`config.mk`:
```
export PLATFORM = sky130hd
export DESIGN_NAME = reg_file
export DESIGN_NICKNAME = d
export VERILOG_FILES = /design/src/rtl/reg_file.sv
export SDC_FILE = /design/constraint.sdc
export NUM_CORES = 2
export LEC_CHECK = 0
export CAP_MARGIN = 30
export CORE_MARGIN = 1
export CORE_UTILIZATION = 57
export CTS_CLUSTER_SIZE = 30
export DETAILED_ROUTE_END_ITERATION = 16
export PLACE_DENSITY_LB_ADDON = 0.08
export RECOVER_POWER = 50
export SLEW_MARGIN = 20
export SYNTH_ARGS = -nofsm -noshare
export SYNTH_HDL_FRONTEND = slang
export SYNTH_SLANG_ARGS = --single-unit
```
`constraint.sdc`:
```
create_clock -name clk_in -period 38.9 [get_ports clk_in]
set_clock_uncertainty 0.15 [all_clocks]
set_input_delay 7.78 -clock clk_in [delete_from_list [all_inputs] [get_ports clk_in]]
set_output_delay 7.78 -clock clk_in [all_outputs]
set_load 0.01 [all_outputs]
```
`src/rtl/reg_file.sv`:
```
// rtl/reg_file.sv - architectural register file with per-register ROB rename tags
// Commit writes values, rename binds ROB tags; reads are combinational with a commit bypass.
module reg_file #(
  parameter int REG_COUNT       = 32,
  parameter int REG_INDEX_WIDTH = 5,
  parameter int DATA_WIDTH      = 32,
  parameter int ROB_INDEX_WIDTH = 4
) (
  input  logic                       clk_in,
  input  logic                       rst_in,
  input  logic                       rdy_in,
  input  logic                       clr_in,
  input  logic                       rob_to_reg_commit,
  input  logic [ROB_INDEX_WIDTH-1:0] rob_to_reg_rob_index,
  input  logic [REG_INDEX_WIDTH-1:0] rob_to_reg_index,
  input  logic [DATA_WIDTH-1:0]      rob_to_reg_val,
  input  logic                       dc_to_reg_rename,
  input  logic [REG_INDEX_WIDTH-1:0] dc_to_reg_rd,
  input  logic [ROB_INDEX_WIDTH-1:0] dc_to_reg_rob_index,
  input  logic [REG_INDEX_WIDTH-1:0] dc_to_reg_rs1,
  input  logic [REG_INDEX_WIDTH-1:0] dc_to_reg_rs2,
  output logic [DATA_WIDTH-1:0]      reg_to_dc_rs1_val,
  output logic [ROB_INDEX_WIDTH-1:0] reg_to_dc_rs1_rob_index,
  output logic [DATA_WIDTH-1:0]      reg_to_dc_rs2_val,
  output logic [ROB_INDEX_WIDTH-1:0] reg_to_dc_rs2_rob_index
);

  logic [DATA_WIDTH-1:0]      val_q [REG_COUNT];
  logic [DATA_WIDTH-1:0]      val_d [REG_COUNT];
  logic [ROB_INDEX_WIDTH-1:0] tag_q [REG_COUNT];
  logic [ROB_INDEX_WIDTH-1:0] tag_d [REG_COUNT];

  logic commit_ok;
  logic rename_ok;
  logic rs1_byp;
  logic rs2_byp;

  assign commit_ok = rdy_in && rob_to_reg_commit && (rob_to_reg_index != '0);
  assign rename_ok = rdy_in && dc_to_reg_rename && (dc_to_reg_rd != '0) && !clr_in;

  // Rename is applied after the commit tag-clear so it wins on the same register.
  always_comb begin
    val_d = val_q;
    tag_d = tag_q;
    if (commit_ok) begin
      val_d[rob_to_reg_index] = rob_to_reg_val;
      if (tag_q[rob_to_reg_index] == rob_to_reg_rob_index) begin
        tag_d[rob_to_reg_index] = '0;
      end
    end
    if (rdy_in && clr_in) begin
      for (int i = 0; i < REG_COUNT; i++) begin
        tag_d[i] = '0;
      end
    end else if (rename_ok) begin
      tag_d[dc_to_reg_rd] = dc_to_reg_rob_index;
    end
  end

  always_ff @(posedge clk_in or posedge rst_in) begin
    if (rst_in) begin
      for (int i = 0; i < REG_COUNT; i++) begin
        val_q[i] <= '0;
        tag_q[i] <= '0;
      end
    end else begin
      val_q <= val_d;
      tag_q <= tag_d;
    end
  end

  // A commit landing on the producer a reader is waiting for is forwarded in the same cycle.
  assign rs1_byp = rob_to_reg_commit && (dc_to_reg_rs1 != '0) &&
                   (rob_to_reg_index == dc_to_reg_rs1) &&
                   (tag_q[dc_to_reg_rs1] == rob_to_reg_rob_index);
  assign rs2_byp = rob_to_reg_commit && (dc_to_reg_rs2 != '0) &&
                   (rob_to_reg_index == dc_to_reg_rs2) &&
                   (tag_q[dc_to_reg_rs2] == rob_to_reg_rob_index);

  always_comb begin
    reg_to_dc_rs1_val       = val_q[dc_to_reg_rs1];
    reg_to_dc_rs1_rob_index = tag_q[dc_to_reg_rs1];
    if (dc_to_reg_rs1 == '0) begin
      reg_to_dc_rs1_val       = '0;
      reg_to_dc_rs1_rob_index = '0;
    end else if (rs1_byp) begin
      reg_to_dc_rs1_val       = rob_to_reg_val;
      reg_to_dc_rs1_rob_index = '0;
    end
  end

  always_comb begin
    reg_to_dc_rs2_val       = val_q[dc_to_reg_rs2];
    reg_to_dc_rs2_rob_index = tag_q[dc_to_reg_rs2];
    if (dc_to_reg_rs2 == '0) begin
      reg_to_dc_rs2_val       = '0;
      reg_to_dc_rs2_rob_index = '0;
    end else if (rs2_byp) begin
      reg_to_dc_rs2_val       = rob_to_reg_val;
      reg_to_dc_rs2_rob_index = '0;
    end
  end

endmodule

```
* Word level (Yosys, flattened, before mapping) *
Cells that the tools add are included.

storage, ports and cells
  register bits after elaboration = 1152
  bits of input ports = 66
  logic and storage cells = 137

cells by class
  order comparisons = 6
  equal/unequal tests = 5
  muxes and demuxes = 35
  bitwise operators = 6
  reduce and logical (&&, ||, !) cells = 21

operators with widths
  kind                                                                  number
  1024-bit bitwise mux                                                  1
  128-bit two-way mux                                                   4
  32-bit binary-select mux with 5-bit select                            2
  32-bit two-way mux                                                    9
  32-bit demux with 5-bit select                                        1
  128-bit AND                                                           1
  128-bit bitwise mux                                                   1
  128-bit NOT                                                           1
  4-bit binary-select mux with 5-bit select                             3
  4-bit two-way mux                                                     12
  4-bit demux with 5-bit select                                         2
  6-bit >= comparator, second input constant                            4
  5-bit NOT with 6-bit output                                           4
  5-bit nonzero test                                                    4
  1-bit logical AND                                                     14
  4-bit equality test                                                   3
  6-bit by 1-bit < comparator with 1-bit output, second input constant  2
  5-bit equality test                                                   2
  5-bit logical NOT                                                     2
  1-bit logical NOT                                                     1

* Logic depth before layout (Yosys ltp) *
  depth after elaboration = 12
  depth in mapped cells = 14

* Worst setup path after synthesis *
Ideal clock, no wire load.

  kind = input-to-output
  start point = input port dc_to_reg_rs2[0]
  end point = output port reg_to_dc_rs2_val[10]
  data arrival time = 10.377 ns
  slack = 20.593 ns
  stages on the path = 10
  path through = buf_6 -> buf_2 -> buf_2 -> clkbuf_1 -> buf_2 -> mux4_2 -> mux4_2 -> mux2_2 -> mux2i_1 -> nor2_1

between the ends
  word-level cells in the longest chain between the ends = 8
  elaborated cells between the ends (all ways) = 16

ends and longest elaborated chain
  item                                                  line    text
  from (decl)                                           21      input logic [REG_INDEX_WIDTH-1:0] dc_to_reg_rs2,
  5-bit NOT with 6-bit output (not written as such)     78, 93
  4-bit binary-select mux with 5-bit select             78      (tag_q[dc_to_reg_rs2] == rob_to_reg_rob_index);
  4-bit two-way mux (not written as such) (2 in a row)  78
  4-bit equality test                                   78
  1-bit logical AND                                     77      (rob_to_reg_index == dc_to_reg_rs2) &&
  32-bit two-way mux                                    98      end else if (rs2_byp) begin
  32-bit two-way mux (*)                                95      if (dc_to_reg_rs2 == '0) begin
  to (decl)                                             24      output logic [DATA_WIDTH-1:0] reg_to_dc_rs2_val,

Every way passes the cells marked *; elsewhere a longest branch is shown, timed or not. The select of a mux whose other input is x is not followed.

==> flow_summary.json <==
{
  "antenna_found_initial": 4,
  "worst_slew_margin_rel": -4.36,
  "crit_path_max_fanout": 151,
  "combPwrFrac": 0.167,
  "final_net_count": 4337,
  "final_hold_viol_count": 0,
  "grt_max_degree": 152,
  "p_clk_frac": 0.388,
  "die_w_um": 335,
  "track_usage": 0.350,
  "cts_buffers": 121,
  "htreeDepth": 3,
  "synth_seq_area_share": 0.457,
  "netlist.area_leader.share": 0.457,
  "setup_viol": 0,
  "endpoint_kind": "asynchronous set/reset pin",
  "final_antenna_net_count": 0,
  "sequentialPowerShare": 0.445,
  "path_class": "in -> async",
  "die_h_um": 335,
  "overflow": 0,
  "p_per_area_nw_per_um2": 46.1,
  "dr.pass1.iters": 5,
  "cp-start-kind": "primary input",
  "ys_ff_latch": 1152,
  "fin_crit_ps": 23750,
  "status": "finished with violations",
  "clk_latency_ps": 720,
  "final_core_util": 0.639,
  "syn_avg_cell_area_um2": 14.4,
  "die-area_um2": 112000,
  "port_buffers": 137,
  "required_ps": 37610,
  "p_total_mw": 3.22,
  "cts_tree": "built",
  "yosysMostFrequentCell": "dfrtp_1",
  "fin_crit_sh": 0.611,
  "p_leak_nw": 30.1,
  "ios": 138,
  "grt_pass1_wl_um": 286000,
  "netlist_instances": 4364,
  "yosysWarnings": 0,
  "synth_cell_types": 54,
  "cts_root_buf": "clkbuf_16",
  "core_area_um2": 109000,
  "cts_sinks": 1152,
  "hold_path.class": "reg -> reg",
  "ctsLongestPathBuffers": 3,
  "area_growth_pct": 10.8,
  "drv_cap": 34,
  "n_fill_cell": 8093,
  "internal_power_mw": 2.39,
  "synth_edf_count": 0,
  "switching_power_mw": 0.830,
  "synth_ff_type": "dfrtp_1",
  "ys_top_cells_by_area": "dfrtp_1 46%, mux4_2 25%, mux2_2 15%",
  "drcViolationCount": 0,
  "vias": 41495,
  "rsz0062_at_grt": "no",
  "post-cts-setup-buffers": 0,
  "tns_ps": 0,
  "drive_gt1_frac": 0.432,
  "cts-hold-fix-buffers": 0,
  "totalWireLength_um": 192000,
  "swShare": 0.258,
  "ctsResizeCount": 0,
  "max_freq_mhz": 42.1,
  "rows": 121,
  "clkTransAtPathRegs_ps": 60,
  "first_iter_violations": 4760,
  "synth_top_area_cell": "dfrtp_1",
  "worstPathArrival_ps": 22460,
  "violations": "max-capacitance violations, max-slew violations",
  "routabilityCongestion": 0.932,
  "synth_fp_nets": 4430,
  "synth-async-reset-ratio": 1.00,
  "netlist_area_um2": 63000,
  "dp_hpwl_um": 106000,
  "worstMarginPinSlew_ps": 8030,
  "start_util": 0.577,
  "viasPerCell": 7.09,
  "drv_slew": 1480,
  "grt_pass1_vias": 41514,
  "wire_per_inst_um": 32.8,
  "ir_drop_uv": 40.4,
  "synth_common_cells": "1152 x dfrtp_1, 831 x mux2_2, 701 x mux4_2"
}
-- cell usage in the layout, fill, tap and decap left out, types with 6 or more instances in the layout --
| cell type | count |
|---|---|
| a211oi_1 | 9 |
| a22oi_1 | 15 |
| buf_16 | 8 |
| buf_2 | 6 |
| buf_4 | 71 |
| buf_8 | 15 |
| bufinv_16 | 14 |
| clkbuf_1 | 45 |
| clkbuf_16 | 123 |
| clkbuf_8 | 38 |
| clkdlybuf4s50_1 | 120 |
| clkinv_2 | 33 |
| dfrtp_1 | 1152 |
| inv_1 | 16 |
| mux2_2 | 831 |
| mux2i_1 | 106 |
| mux4_1 | 14 |
| mux4_2 | 701 |
| nand2_1 | 264 |
| nand2b_1 | 6 |
| nand3_1 | 130 |
| nand3b_1 | 7 |
| nand4_1 | 9 |
| nor2_1 | 68 |
| nor2_4 | 12 |
| nor2b_1 | 18 |
| nor3_1 | 32 |
| nor3b_1 | 19 |
| nor4_1 | 6 |
| o21ai_0 | 206 |
| o21ai_2 | 10 |
| o22ai_1 | 137 |
| o31ai_1 | 19 |
| or3_1 | 24 |
| xnor2_1 | 10 |
| xor2_1 | 9 |
-- final timing paths --
path | from | endpoint | slack [ps] | cells past startpoint
min reg2reg | val_q[1000] | val_q[1000] | 240 | 0
min in group asynchronous | rst_in | tag_q[88] | 8510 | 3
min | val_q[1000] | val_q[1000] | 240 | 0
max in group clk_in | dc_to_reg_rs1[0] | reg_to_dc_rs1_val[13] | 17860 | 16
max | rst_in | val_q[587] | 15150 | 5
max reg2reg | tag_q[27] | tag_q[27] | 34760 | 9
-- power by group through the flow --
stage	registers, mW	logic [mW]	clock network, mW
final	1.43	0.538	1.25
after global routing	1.45	0.574	1.31
after CTS	1.43	0.538	1.26
after detailed placement	1.45	0.537	0
after global placement	1.44	0.524	0
after floorplan	1.42	0.404	0
-- flip-flops by register name, summed over array words and instances (netlist names) --
register / count
val_q: 1024
tag_q: 128
-- through the flow --
step	hold slack, ps	setup slack (ps)	instance area, um^2	std cells
5_1_grt	258	12240	69900	5853
6_report	242	15150	69900	5855
4_1_cts	248	17410	70000	5836
3_5_place_dp	232	17430	65600	5607
2_1_floorplan	291	15070	63000	4364
3_3_place_gp	227	17390	65300	5587
-- metal layers --
layer,part of all wire,global-route usage,vias up
li1,-,-,16786
met1,0.40,0.500,22122
met2,0.47,0.540,2129
met3,0.092,0.0684,454
met4,0.039,0.130,4
met5,0.00014,0,-
-- worst max-delay path, stage by stage --
cell and delay [ps]:
dlygate4sd3_1 570, clkinvlp_4 70, clkbuf_1 2050, clkbuf_1 5720, clkbuf_1 5920
-- cell type report --
type                            instances  area (um^2)  area share
Tap cell                             1476         1850      0.0264
Clock buffer                          177         3660      0.0524
Inverter                               18         72.6     0.00104
Sequential cell                      1152        28800       0.413
Clock inverter                         52          662     0.00947
Timing Repair Buffer                  261         2490      0.0357
Multi-Input combinational cell       2717        32300       0.462
Antenna cell                            2         5.00   0.0000716
-- kinds of logic after synthesis --
kind of cell	synth area share
AO/OA/AOI/OAI	0.0391
XOR/XNOR	0.00278
buffers and inverters	0.0327
flip-flops	0.457
multiplexers	0.422
AND/OR/NAND/NOR	0.0465
(Power assumes the default switching activity.)
